--- src/rtl/if_stage_module_pkg.sv ---
// Shared widths and constants for the instruction-fetch stage and its IF/ID register.
package if_stage_module_pkg;

  localparam int unsigned ADDRESS_LEN     = 32;
  localparam int unsigned INSTRUCTION_LEN = 32;
  localparam logic [31:0] NOP_INSTRUCTION = 32'hE1A00000;  // MOV r0,r0

endpackage

--- src/rtl/if_stage_module_reg.sv ---
// IF/ID pipeline register: flush beats freeze beats load; anything else is a bubble.
module if_stage_reg
  import if_stage_module_pkg::*;
#(
  parameter int unsigned             ADDR_W = ADDRESS_LEN,
  parameter int unsigned             INSTR_W = INSTRUCTION_LEN,
  parameter logic [INSTR_W-1:0]      NOP_INSTR = NOP_INSTRUCTION
) (
  input  logic               clk,
  input  logic               rst,
  input  logic               flush,
  input  logic               freeze,
  input  logic               load,
  input  logic [ADDR_W-1:0]  pc_in,
  input  logic [INSTR_W-1:0] instr_in,
  output logic [ADDR_W-1:0]  pc_out,
  output logic [INSTR_W-1:0] instr_out,
  output logic               valid_out
);

  logic [ADDR_W-1:0]  pc_q, pc_d;
  logic [INSTR_W-1:0] instr_q, instr_d;
  logic               valid_q, valid_d;

  always_comb begin
    pc_d    = '0;
    instr_d = NOP_INSTR;
    valid_d = 1'b0;
    if (flush) begin
      pc_d    = '0;
      instr_d = NOP_INSTR;
      valid_d = 1'b0;
    end else if (freeze) begin
      pc_d    = pc_q;
      instr_d = instr_q;
      valid_d = valid_q;
    end else if (load) begin
      pc_d    = pc_in;
      instr_d = instr_in;
      valid_d = 1'b1;
    end
  end

  always_ff @(posedge clk or negedge rst) begin
    if (!rst) begin
      pc_q    <= '0;
      instr_q <= NOP_INSTR;
      valid_q <= 1'b0;
    end else begin
      pc_q    <= pc_d;
      instr_q <= instr_d;
      valid_q <= valid_d;
    end
  end

  assign pc_out    = pc_q;
  assign instr_out = instr_q;
  assign valid_out = valid_q;

endmodule

--- src/rtl/if_stage_module.sv ---
// Instruction fetch: owns the PC, talks req/ack to instruction memory, feeds IF/ID register.
module if_stage_module
  import if_stage_module_pkg::*;
#(
  parameter int unsigned                    ADDR_W    = ADDRESS_LEN,
  parameter int unsigned                    INSTR_W   = INSTRUCTION_LEN,
  parameter logic [ADDR_W-1:0]              RESET_PC  = '0,
  parameter logic [INSTR_W-1:0]             NOP_INSTR = NOP_INSTRUCTION
) (
  input  logic               clk,
  input  logic               rst,
  input  logic               freeze,
  input  logic               branch_taken,
  input  logic [ADDR_W-1:0]  branch_address,
  output logic               imem_req,
  output logic [ADDR_W-1:0]  imem_addr,
  input  logic               imem_ack,
  input  logic [INSTR_W-1:0] imem_rdata,
  output logic [ADDR_W-1:0]  PC_out,
  output logic [INSTR_W-1:0] Instruction_out,
  output logic               valid_out
);

  typedef enum logic [1:0] {
    IDLE    = 2'd0,
    REQ     = 2'd1,
    DISCARD = 2'd2,
    HOLD    = 2'd3
  } state_e;

  state_e             state_q, state_d;
  logic [ADDR_W-1:0]  pc_q, pc_d;
  logic [ADDR_W-1:0]  req_addr_q, req_addr_d;
  logic [ADDR_W-1:0]  hold_pc_q, hold_pc_d;
  logic [INSTR_W-1:0] hold_instr_q, hold_instr_d;

  logic               reg_load;
  logic [ADDR_W-1:0]  reg_pc;
  logic [INSTR_W-1:0] reg_instr;
  logic [ADDR_W-1:0]  pc_plus4;

  assign pc_plus4 = pc_q + ADDR_W'(4);

  always_comb begin
    state_d      = state_q;
    pc_d         = pc_q;
    req_addr_d   = req_addr_q;
    hold_pc_d    = hold_pc_q;
    hold_instr_d = hold_instr_q;
    reg_load     = 1'b0;
    reg_pc       = pc_plus4;
    reg_instr    = imem_rdata;
    imem_req     = 1'b0;
    case (state_q)
      IDLE: state_d = REQ;
      REQ: begin
        imem_req = 1'b1;
        if (branch_taken) begin
          pc_d = branch_address;
          // Without an ack the address must stay put, so the in-flight fetch is drained first.
          if (imem_ack) req_addr_d = branch_address;
          else          state_d    = DISCARD;
        end else if (imem_ack) begin
          pc_d = pc_plus4;
          if (freeze) begin
            hold_pc_d    = pc_plus4;
            hold_instr_d = imem_rdata;
            state_d      = HOLD;
          end else begin
            reg_load   = 1'b1;
            req_addr_d = pc_plus4;
          end
        end
      end
      DISCARD: begin
        imem_req = 1'b1;
        if (branch_taken) pc_d = branch_address;
        if (imem_ack) begin
          req_addr_d = branch_taken ? branch_address : pc_q;
          state_d    = REQ;
        end
      end
      HOLD: begin
        if (branch_taken) begin
          pc_d       = branch_address;
          req_addr_d = branch_address;
          state_d    = REQ;
        end else if (!freeze) begin
          reg_load   = 1'b1;
          reg_pc     = hold_pc_q;
          reg_instr  = hold_instr_q;
          req_addr_d = pc_q;
          state_d    = REQ;
        end
      end
      default: state_d = IDLE;
    endcase
  end

  always_ff @(posedge clk or negedge rst) begin
    if (!rst) begin
      state_q      <= IDLE;
      pc_q         <= RESET_PC;
      req_addr_q   <= RESET_PC;
      hold_pc_q    <= '0;
      hold_instr_q <= '0;
    end else begin
      state_q      <= state_d;
      pc_q         <= pc_d;
      req_addr_q   <= req_addr_d;
      hold_pc_q    <= hold_pc_d;
      hold_instr_q <= hold_instr_d;
    end
  end

  assign imem_addr = req_addr_q;

  if_stage_reg #(
    .ADDR_W    (ADDR_W),
    .INSTR_W   (INSTR_W),
    .NOP_INSTR (NOP_INSTR)
  ) u_if_id (
    .clk       (clk),
    .rst       (rst),
    .flush     (branch_taken),
    .freeze    (freeze),
    .load      (reg_load),
    .pc_in     (reg_pc),
    .instr_in  (reg_instr),
    .pc_out    (PC_out),
    .instr_out (Instruction_out),
    .valid_out (valid_out)
  );

endmodule

--- config.mk ---
export PLATFORM = sky130hd
export DESIGN_NAME = if_stage_module
export DESIGN_NICKNAME = d
export VERILOG_FILES = /design/src/rtl/if_stage_module_pkg.sv /design/src/rtl/if_stage_module_reg.sv /design/src/rtl/if_stage_module.sv
export SDC_FILE = /design/constraint.sdc
export NUM_CORES = 1
export LEC_CHECK = 0
export CAP_MARGIN = 10
export CORE_ASPECT_RATIO = 1.1
export CORE_MARGIN = 3
export CORE_UTILIZATION = 55
export CTS_CLUSTER_SIZE = 40
export DETAILED_ROUTE_END_ITERATION = 8
export PLACE_DENSITY = 0.82
export SLEW_MARGIN = 15
export SYNTH_ARGS = -nofsm -noshare
export SYNTH_HDL_FRONTEND = slang
export SYNTH_SLANG_ARGS = --single-unit
--- constraint.sdc ---
create_clock -name clk -period 4.1 [get_ports clk]
set_input_delay 0.615 -clock clk [delete_from_list [all_inputs] [get_ports clk]]
set_output_delay 0.615 -clock clk [all_outputs]
set_load 0.02 [all_outputs]
# ---- After elaboration in Yosys (flattened, before gate mapping)
# Cells that the tools add are included.
dict set report totals {
  wordCells 67
  register_bits 195
  inputBits 69
}
dict set report op_classes {
  n_mux 37
  addsub 1
  reduce_logical 9
  bitwise_logic 1
  n_eq_ne 11
}
# operator n
set ops {}
lappend ops {{32-bit two-way mux} 18}
lappend ops {{32-bit one-hot mux with 3 select lines} 1}
lappend ops {{32-bit one-hot mux with 2 select lines} 1}
lappend ops {{32-bit by 3-bit adder with 32-bit output, second input constant} 1}
lappend ops {{3-bit inequality test, second input constant} 5}
lappend ops {{2-bit two-way mux} 7}
lappend ops {{5-bit AND reduction} 2}
lappend ops {{1-bit two-way mux} 8}
lappend ops {{2-bit one-hot mux with 4 select lines} 1}
lappend ops {{2-bit == test, second input constant} 2}
lappend ops {{2-bit inequality test, second input constant} 2}
lappend ops {{4-bit AND reduction} 1}
lappend ops {{2-bit OR reduction} 2}
lappend ops {{3-bit nonzero test} 1}
lappend ops {{2-bit by 1-bit == test with 1-bit output, second input constant} 1}
lappend ops {{2-bit zero test} 1}
lappend ops {{2-bit by 1-bit inequality test with 1-bit output, second input constant} 1}
lappend ops {{1-bit one-hot mux with 2 select lines} 1}
lappend ops {{2-bit AND reduction} 1}
lappend ops {{2-bit nonzero test} 1}
lappend ops {{1-bit NOT} 1}

# ---- Logic depth before layout (Yosys ltp)
dict set report logic_depth {
  depth_word 7
  depth_mapped 9
}

# ---- Modules after synthesis
# From an unflattened synthesis, not the netlist that was laid out.
dict set report hier_totals {
  cells_unflattened 954
  hier_area_um2 9735.6
}
# module area_per_inst_um2 cells_per_inst n_inst
set modules_own_cells {}
lappend modules_own_cells {if_stage_module 7277.0 799 1}
lappend modules_own_cells {if_stage_reg 2458.6 155 1}

# ---- Worst setup path before layout
# No wires, ideal clock.
dict set report synth_timing {
  path_type {input-to-reg}
  start {in freeze}
  end {reg hold_pc_q[1]}
  path_buffers 3
  stages 6
  arrival_time_ns 1.896
  setup_ns 0.125
  path_slack_ns 2.079
  t_required_ns 3.975
  cell_sequence {buf_4 -> nor2b_1 -> nand3_1 -> clkbuf_1 -> clkbuf_1 -> mux2_2}
}
dict set report synth_between {
  elab_chain_cells 1
}
# element line
set synth_rtl {}
lappend synth_rtl {{start: declaration} if_stage_module.sv:12} ;# input logic freeze,
lappend synth_rtl {{4-bit AND reduction (no line)} n/a}
lappend synth_rtl {{end signal: assignment} if_stage_module.sv:111} ;# hold_pc_q <= hold_pc_d;
lappend synth_rtl {{end: declaration} if_stage_module.sv:34} ;# logic [ADDR_W-1:0] hold_pc_q, hold_pc_d;
# Every way passes these cells.
# A chain may end at the register's enable or synchronous reset.

# ---- Worst setup path after layout
dict set report layout_timing {
  start {reg state_q[0]}
  end {reg u_if_id.pc_q[31] (netlist: u_if_id.pc_out[31])}
}
dict set report layout_between {
  elab_chain_cells 5
  elab_cells_between_ends 7
  cone_classes {2 x eq/ne; 5 x mux}
}
# element line
set layout_rtl {}
lappend layout_rtl {{start: declaration} if_stage_module.sv:31} ;# state_e state_q, state_d;
lappend layout_rtl {{start signal: assignment} if_stage_module.sv:108} ;# state_q <= state_d;
lappend layout_rtl {{2-bit == test / 2-bit by 1-bit == test with 1-bit output (equally long branches)} if_stage_module.sv:54} ;# case (state_q)
lappend layout_rtl {{1-bit one-hot mux with 2 select lines / 32-bit two-way mux (equally long branches)} if_stage_module.sv:54}
lappend layout_rtl {{32-bit two-way mux (*)} if_stage_module_reg.sv:37} ;# end else if (load) begin
lappend layout_rtl {{32-bit two-way mux (*)} if_stage_module_reg.sv:33} ;# end else if (freeze) begin
lappend layout_rtl {{32-bit two-way mux (*)} if_stage_module_reg.sv:29} ;# if (flush) begin
lappend layout_rtl {{end signal: assignment} if_stage_module_reg.sv:50} ;# pc_q <= pc_d;
lappend layout_rtl {{end: declaration} if_stage_module_reg.sv:21} ;# logic [ADDR_W-1:0] pc_q, pc_d;
# Mark *: on every way between the ends. The rest lies on a longest branch, timed or not. The select of a mux whose other input is x is not followed.

==> metrics.md <==
| Metric | Value |
|---|---|
| Post-cts resize count | `0` |
| FP Rows | `50` |
| Final Cycle Share | `0.694` |
| Worst-Skew Late Latency | `0.44 ns` |
| Critical Path Fanout Max | `41` |
| Initial antenna violation count | `0` |
| Pwr Density | `732 nW/um^2` |
| Synth-to-layout area growth | `23.3%` |
| Setup violators final | `0` |
| Post-synth EDFFs | `0` |
| Reg-to-reg startpoint | `state_q[0]$_DFFE_PN0P_` |
| Reg2reg end | `u_if_id.pc_out[31]$_DFFE_PN0P_` |
| Layout cell share with drive strength beyond 1 | `0.119` |
| Synthesis-stage register bit count | `195` |
| Routed len/inst | `19.2 um` |
| Max Clock Freq | `approximately 350 MHz` |
| Most frequent cells in the layout | `dfrtp_1, clkdlybuf4s50_1, nand2_1` |
| Final core utilization | `0.703` |
| Setup TNS | `0 ns` |
| FFs w/ async S/R, synth | `1.00` |
| Largest net degree at the start of global routing | `106` |
| Critical Path AT | `3.19 ns` |
| Ranking of synthesized cells by area | `dfrtp_1, nand2_1, mux2_2` |
| Area share of the largest cell type after synthesis | `0.480` |
| Critical Path RT | `4.45 ns` |
| Vias per inst | `about 6` |
| RSZ-0062 raised after global routing | `no` |
| Leak | `~5 nW` |
| Total gr overflow | `0` |
| Type of origin of the critical path | `flop` |
| Ys flop type | `dfrtp_1` |
| Status | `complete, no violations` |
| Clock-pin transition on the worst setup and hold timing paths | `0.06 ns` |
| Cell area after synthesis | `9840 um^2` |
| Number of buffers created by CTS | `17` |
| Slew Limit Fails | `0` |
| Post-route cell area | `12,100 um^2` |
| Die Span Y | `146 um` |
| Clock root cell | `clkbuf_16` |
| Yosys warning count | `0` |
| CTS Hold Buffers Added | `0` |
| Cell variety after synth | `68` |
| Endpoints failing hold | `0` |
| Ant diodes | `0` |
| Die area | `19,500 um^2` |
| CORE AREA | `17,300 um^2` |
| Detail Route Antenna Nets | `0` |
| Register area share after synthesis | `0.497` |
| Met3 Use GR | `0.0479` |
| Overall Global Routing Usage | `0.263` |
| First-pass GRT wire length | `41,500 um` |
| Sink Count | `195` |
| Vias | `about 8k` |
| Leading area contributor after synthesis | `dfrtp_1` |
| CP endpoint kind | `flop` |
| Reg2Reg Depth | `5` |
| Number of DRC markers in iteration 0 | `652` |
| Drt pass-1 iters | `5` |
| Met1 Use GR | `0.376` |
| DRC | `0` |
| Path type of the worst min-delay path | `in2async` |
| Max Cap Viol | `0` |
| Worst Skew | `0.0124 ns` |
| Max IR drop VDD | `0.436 mV` |
| Die W | `around 130 um` |
| Fin nets | `1,161` |
| Placement Setup Slack | `0.989 ns` |
| Cells after Synth | `976` |
| Post-CTS Setup Repair Bufs | `0` |
| Initial Utilization | `0.570` |
| Synthesized net count | `1,049` |
| Reg2reg setup slack | `1.26 ns` |
| Post-placement cell area | `11,500 um^2` |
| # port buffers | `166` |
| I/O pins | `167` |
| Layout Cells excl Fill | `1,335` |
| CTS tree | `built` |
| Most common cell after layout, fill and taps aside | `dfrtp_1` |
| Fin worst setup slack | `around 1.3 ns` |
| H-Tree Level Count | `4` |
| Routed wire length | `25,600 um` |
| Syn avg cell area | `10.1 um^2` |
| Final Wtd Congestion | `0.917` |
| Detailed Place HPWL | `17,200 um` |
| Relative slew slack | `0.313` |
| Met2 GRT Util | `0.411` |
| Placed cell count | `1,303` |
| Critical path class | `reg2reg` |
| Top Usage Layer GRT | `met2` |
| Min cycle time layout | `2.84 ns` |
| Vias in the first global route | `7,695` |
| Tightest Pin Transition | `1.03 ns` |
| Clock Tree Buf Depth | `2` |
-- cell families after synthesis --
kind of cell / synth area share
DFF: 0.497
buffers and inverters: 0.0473
muxes: 0.0950
AOI/OAI and AO/OA: 0.158
and+or+nand+nor: 0.157
adders and majority gates: 0.00508
xor gates and xnor gates: 0.0409
-- synth_stat cells, drive strengths merged (3+ instances only) --
cell type  number
dfrtp         189
nand2         136
o21ai         104
nor2           49
buf            48
mux2i          45
mux2           43
clkbuf         41
xnor2          40
a21oi          29
nor3           28
nand3          23
o22ai          17
a22oi          15
nor4           15
nand4          14
a31oi          10
o31ai          10
inv             9
o21a            9
a32oi           8
dfstp           6
nand2b          6
o22a            6
or3             6
xor2            6
a22o            5
and4            5
o31a            5
a211oi          4
ha              4
o211ai          4
o2bb2ai         4
o311ai          4
o41ai           4
and2            3
nor2b           3
-- flip-flops by register name (all words and copies together) (netlist names) --
| signal | flops |
|---|---|
| hold_pc_q | 32 |
| imem_addr | 32 |
| u_if_id.pc_out | 32 |
| hold_instr_q | 32 |
| state_q | 2 |
| u_if_id.valid_out | 1 |
| u_if_id.instr_out | 32 |
| pc_q | 32 |
-- worst max-delay path: stages (launching register included) --
cell and delay, ns:
dfrtp_1 0.44, ha_4 0.53, buf_4 0.50, nor2b_1 0.88
a22oi_1 0.19, o22ai_1 0.18
-- layout make-up --
class,count,area [um^2]
clock buffer,19,433
clock inverter,13,171
fill,1313,5130
inverter,9,33.8
multi-input combinational,683,4530
sequential,195,4890
tap,234,293
timing repair buffer,182,1790
-- metrics by stage --
step | hold slack, ns | power (mW)
2_1_floorplan | 0.319 | 5.79
3_3_place_gp | 0.459 | 7.00
3_5_place_dp | 0.471 | 7.13
4_1_cts | 0.332 | 8.89
5_1_grt | 0.356 | 9.42
6_report | 0.273 | 8.88
-- power breakdown --
| group | internal [mW] | switching (mW) |
|---|---|---|
| Sequential | 2.70 | 0.728 |
| Clock | 0.973 | 0.754 |
| Combinational | 1.68 | 2.05 |
| Total | 5.35 | 3.53 |
-- worst max-delay path by stage --
stage	from	to	slack [ns]
finish	state_q[0]$_DFFE_PN0P_	u_if_id.pc_out[31]$_DFFE_PN0P_	1.26
floorplan	freeze	hold_pc_q[1]$_DFFE_PN0P_	2.08
global route	state_q[0]$_DFFE_PN0P_	u_if_id.pc_out[30]$_DFFE_PN0P_	1.0
detailed placement	freeze	imem_addr[22]$_DFFE_PN0P_	0.99
global placement	freeze	imem_addr[22]$_DFFE_PN0P_	1.03
CTS	state_q[0]$_DFFE_PN0P_	u_if_id.pc_out[31]$_DFFE_PN0P_	1.27
-- layer usage --
metal | up-vias | part of all wire
met3 | 46 | 0.078
met2 | 378 | 0.47
met4 | 0 | 0.021
met1 | 3848 | 0.43
li1 | 3730 | -
met5 | - | 0
Power figures use the tool's default switching activity.
==> RTL change 1: new RTL, config.mk and constraints unchanged <==
`INSTRUCTION_LEN`: 32 -> 64.
--- a/src/rtl/if_stage_module_pkg.sv
+++ b/src/rtl/if_stage_module_pkg.sv
@@ -2,7 +2,7 @@
 package if_stage_module_pkg;
 
   localparam int unsigned ADDRESS_LEN     = 32;
-  localparam int unsigned INSTRUCTION_LEN = 32;
+  localparam int unsigned INSTRUCTION_LEN = 64;
   localparam logic [31:0] NOP_INSTRUCTION = 32'hE1A00000;  // MOV r0,r0
 
 endpackage
Ports: changed (resized Instruction_out and imem_rdata); port bits go from 167 to 231. No check against the original RTL was run, so the function may have changed too.
==> RTL change 1 against the original RTL <==
Sequential cell count up 64; via count up 23%; wire length up 26%; synthesized area up 26%; power up 29%; clock skew down 0.0059 ns; worst setup slack worse by 0.049 ns; cell area up 30%; synthesized cell count up 22%; critical endpoint is now pc_q[29].
==> RTL change 1: results (changes against the original RTL) <==
Bufs on Longest Clock Path 3 (+1); Tightest Pin Transition 1.08 ns (+0.0571 ns); synthesized netlist cell count 1188 (+22%); cell family with the largest share of critical-path delay simple AND/OR/NAND/NOR gates; CTS HTree Levels 1 (-3); Post-Place Cell Area 14900 sq um (+29%); detailed-placement wirelength estimate 21800 um (+27%); combined global-route utilization of all metal layers 25.9% (-0.42 points); Post-synth top cells dfrtp_1, nand2_1, o21ai_0; prevailing post-synth register cell dfrtp_1; met1 track utilization from global routing 35.7% (-1.9 points); CTS clk-pin slew, worst paths 0.06 ns (about the same); post-synth cell types 66 (-2.9%); status finished clean; met2 usage 43.8% (+2.7 points); largest stage delay on the critical path 0.64 ns (-0.24 ns); final setup skew 0.00653 ns (-0.00589 ns); Post-synth ARST share 100% (unchanged); setup slack at placement 1.04 ns (+0.0524 ns); clock buffer count from CTS 27 (+10); VDD IR-drop max 0.435 mV (-0.16%); total combinational power 4550 uW (+22%); largest cells by area after synthesis dfrtp_1, mux2_2, mux2i_1, o21ai_0, nand2_1; share of synthesized area occupied by flip-flops and latches 52.3% (+2.6 points); via count of the routed design 9827 (+23%); Port Buffer Count 230 (+39%); clock power share 22.0% (+2.6 points); biggest fanout along the worst timing path 14 (-66%); cell with the biggest individual delay on the critical path or3_1; Arr. time, crit path 3.32 ns (+0.13 ns); leakage power of the design 0.00651 uW (+34%); layout cells sized above 1 13.1% (+1.2 points); total inserted antenna cells 0 (unchanged); count of synthesis-stage warnings from yosys 0 (unchanged); Placed Cells incl. Taps 1624 (+25%); number of inserted filler cells in the final layout 1635 (+25%); logic gate share of total power 39.7% (-2.2 points); Post-Synthesis Net Count 1293 (+23%); largest net degree at the start of global routing 107 (+0.94%); violation count after the first detailed-route iteration 832 (+28%); number of gates resized after CTS 0 (unchanged); met3 track demand over resource 3.66% (-1.1 points); Net count, final 1463 (+26%); detailed-route wire length per cell 19.2 um (+0.39%); most utilized layer in the global route result met2; RD Place Congestion 0.929 (+1.3%); first-pass GRT wire length 51500 um (+24%); Hold WC Path Type in2async; clock latency reported for the late side of the worst-skew pair 0.53 ns (+0.09 ns); Area growth, synth to finish 27.2%; number of antenna violations at the first check in global routing 0 (unchanged); first-pass iteration count of the detailed router 6 (+1); setup fix buffers added after clock tree synthesis 0 (unchanged); wire length after detailed routing 32200 um (+26%); Root Driver clkbuf_16; Switching Share 37.2% (-2.5 points)
RTL change 1: cell count changes in the layout (fill, tap and decap cells not counted), sizes merged, moves of 6 or more:
| cell | delta |
|---|---|
| dfrtp | +64 |
| clkbuf | +20 |
| o21ai | +22 |
| clkdlybuf4s50 | +64 |
| or4 | +6 |
| mux2i | +30 |
| mux2 | +38 |
| nand2 | +21 |
RTL change 1: layer usage:
metal  part of all wire [%]  routed length, um
met3                    6.8               2190
met5                      0                  0
met1                     42              13700
met4                    2.3                736
met2                     49              15600
RTL change 1: cells by family (layout without fill, tap and decap cells):
group | after synthesis | count (layout) | synth area share, %
compound gates | 271 | 271 | 13.5
xor+xnor | 48 | 48 | 3.39
fa+ha+maj | 4 | 4 | 0.403
buf+inv | 123 | 314 | 4.05
flops | 259 | 259 | 52.3
mux | 156 | 156 | 13.4
simple gates | 327 | 327 | 13.0
RTL change 1: final timing paths:
check	startpoint	slack, ns	end	cells after the start
setup / recovery	state_q[0]	1.21	pc_q[29]	7
hold / removal	rst	0.09	u_if_id.instr_out[9]	1
setup reg to reg	state_q[0]	1.21	pc_q[29]	7
hold reg to reg	u_if_id.instr_out[10]	0.47	u_if_id.instr_out[10]	2
max in group asynchronous	rst	2.96	u_if_id.instr_out[31]	2
min in group clk	u_if_id.instr_out[10]	0.47	u_if_id.instr_out[10]	2
RTL change 1: area by class of cell:
class	count	area share (%)
flip-flops and latches	259	41.1
multi-input cells	806	34.7
repair buffers	249	15.6
clock buffers	40	5.03
well taps	295	2.34
clock inverters	10	0.840
inverters	15	0.357
==> RTL change 2: new RTL, same settings <==
Made on the original files. The 4 states of `state_e` get a Gray code encoding in 2 bits.
--- a/src/rtl/if_stage_module.sv
+++ b/src/rtl/if_stage_module.sv
@@ -22,10 +22,10 @@
 );
 
   typedef enum logic [1:0] {
-    IDLE    = 2'd0,
-    REQ     = 2'd1,
-    DISCARD = 2'd2,
-    HOLD    = 2'd3
+    IDLE    = 2'b00,
+    REQ     = 2'b01,
+    DISCARD = 2'b11,
+    HOLD    = 2'b10
   } state_e;
 
   state_e             state_q, state_d;
Formal check against the unedited RTL: no difference found for any inputs over 4 cycles, from zero or initial values and one cycle with rst low; so few cycles prove little.
==> RTL change 2 against the original RTL <==
Via count is 1.2% lower; power decreased by 6.6%; synthesized area shrank 1.6%; synthesized cell count shrank 0.82%; worst setup slack worse by 0.083 ns; clock skew increased by 0.00076 ns; wire length decreased by 3.3%; cell area down 0.97%; sequential cell count unchanged; critical path type unchanged.
==> RTL change 2: results (changes against the original RTL) <==
Net count, final 1152 (-0.78%); status finished clean; combined global-route utilization of all metal layers 25.5% (-0.84 points); RD Place Congestion 0.975 (+6.3%); detailed-placement wirelength estimate 16800 um (-2.4%); largest cells by area after synthesis dfrtp_1, o21ai_0, mux2_2, nand2_1, mux2i_1; end of the worst register-to-register path imem_addr[31]; VDD IR-drop max 0.446 mV (+2.3%); first-pass GRT wire length 40300 um (-2.8%); critical register-to-register path startpoint state_q[1]; biggest fanout along the worst timing path 17 (-59%); Arr. time, crit path 3.25 ns (+0.06 ns); slack of the worst reg-to-reg path 1.17 ns (-0.08 ns); number of inserted filler cells in the final layout 1316 (+0.23%); cell family with the largest share of critical-path delay compound AO/OA/AOI/OAI gates; Placed Cells incl. Taps 1294 (-0.69%); Routed met1 length 11000 um (-1.2%); wire length after detailed routing 24700 um (-3.3%); leakage power of the design 0.00479 uW (-1.8%); met2 wire length 11900 um (-0.29%); Worst Setup End Kind flop; layout cells sized above 1 11.4% (-0.45 points); detailed-route wire length per cell 18.6 um (-2.6%); final setup skew 0.0132 ns (+0.000758 ns); largest stage delay on the critical path 0.81 ns (-0.07 ns); synthesized netlist cell count 968 (-0.82%); violation count after the first detailed-route iteration 672 (+3.1%); post-synth cell types 65 (-4.4%); share of synthesized area occupied by flip-flops and latches 50.4% (+0.78 points); Port Buffer Count 166 (unchanged); number of hold buffers added after CTS 0 (unchanged); cell with the biggest individual delay on the critical path a32o_1; remaining max-slew budget at the tightest pin 29.4% (-2.0 points); Post-Synthesis Net Count 1041 (-0.76%); largest net degree at the start of global routing 112 (+5.7%); highest metal layer with signal wires met4; total length of routed met3 wires 1440 um (-28%); via count of the routed design 7904 (-1.2%); CTS clk-pin slew, worst paths 0.08 ns (+0.02 ns); Post-synth top cells dfrtp_1, nand2_1, o21ai_0; vias in the first global route 7622 (-0.95%); cell depth of the worst flop-to-flop path 8 (+3)
## RTL change 2: cell count changes after synthesis, moves of 7 or more
cell,unedited run,this run
o21ai_0,84,126
xor2_1,6,24
clkbuf_1,41,58
o21ai_1,20,3
o22ai_1,17,1
nor3_1,16,30
xnor2_1,40,27
buf_4,14,2
nand2_1,135,126
nor3_2,10,3
## RTL change 2: logic make-up (layout without fill, tap and decap cells)
| kind of cell | count (synthesis) | count (layout) | synth area share (%) |
|---|---|---|---|
| AOI/OAI and AO/OA | 243 | 243 | 15.3 |
| and+or+nand+nor | 295 | 295 | 15.4 |
| DFF | 195 | 195 | 50.4 |
| xor gates and xnor gates | 51 | 51 | 4.61 |
| adders and majority gates | 4 | 4 | 0.516 |
| muxes | 88 | 88 | 9.71 |
| buffers and inverters | 92 | 216 | 4.02 |
## RTL change 2: layout make-up
| type | count | share of cell area, % |
|---|---|---|
| clock buffers | 18 | 3.65 |
| inverters | 6 | 0.187 |
| clock inverters | 14 | 1.22 |
| flip-flops and latches | 195 | 40.7 |
| repair buffers | 178 | 14.7 |
| multi-input cells | 681 | 37.2 |
| well taps | 234 | 2.44 |
## RTL change 2: worst reg2reg max path: stages (launching register included)
cell and delay, ns:
dfrtp_1 0.44, inv_1 0.08, ha_1 0.41, nor2_1 0.19, o2bb2ai_1 0.25, a32o_1 0.81, buf_4 0.34, nor2_1 0.07
a221oi_1 0.23
## RTL change 2: stage by stage
| stage | cell area (sq um) | hold slack (ns) | setup slack (ns) |
|---|---|---|---|
| 3_3_place_gp | 11400 | 0.458 | 1.15 |
| 3_5_place_dp | 11400 | 0.469 | 1.04 |
| 2_1_floorplan | 9690 | 0.319 | 1.81 |
| 5_1_grt | 12000 | 0.341 | 1.06 |
| 4_1_cts | 12000 | 0.339 | 1.22 |
| 6_report | 12000 | 0.284 | 1.17 |
## RTL change 2: metal layers
metal / up-vias / global-route usage [%]
met5: - / 0
met4: 0 / 7.28
met3: 43 / 3.81
met2: 308 / 40.3
met1: 3885 / 36.8
li1: 3668 / -
## RTL change 2: power by group
part           internal, uW  leakage, uW  total, uW  switching [uW]
logic                  1460      0.00206       3320            1860
registers              2640      0.00244       3330             692
clock network           874     0.000284       1640             769
total                  4970      0.00479       8300            3320
## RTL change 2: worst min-delay path by stage
stage / cells after the start / slack (ns) / to / start
after global routing: 1 / 0.34 / hold_instr_q[11] / rst
after detailed placement: 2 / 0.47 / u_if_id.instr_out[14] / u_if_id.instr_out[14]
final: 1 / 0.28 / hold_instr_q[11] / rst
after CTS: 1 / 0.34 / hold_instr_q[11] / rst
after global placement: 2 / 0.46 / u_if_id.valid_out / u_if_id.valid_out
after floorplan: 0 / 0.32 / hold_instr_q[0] / rst
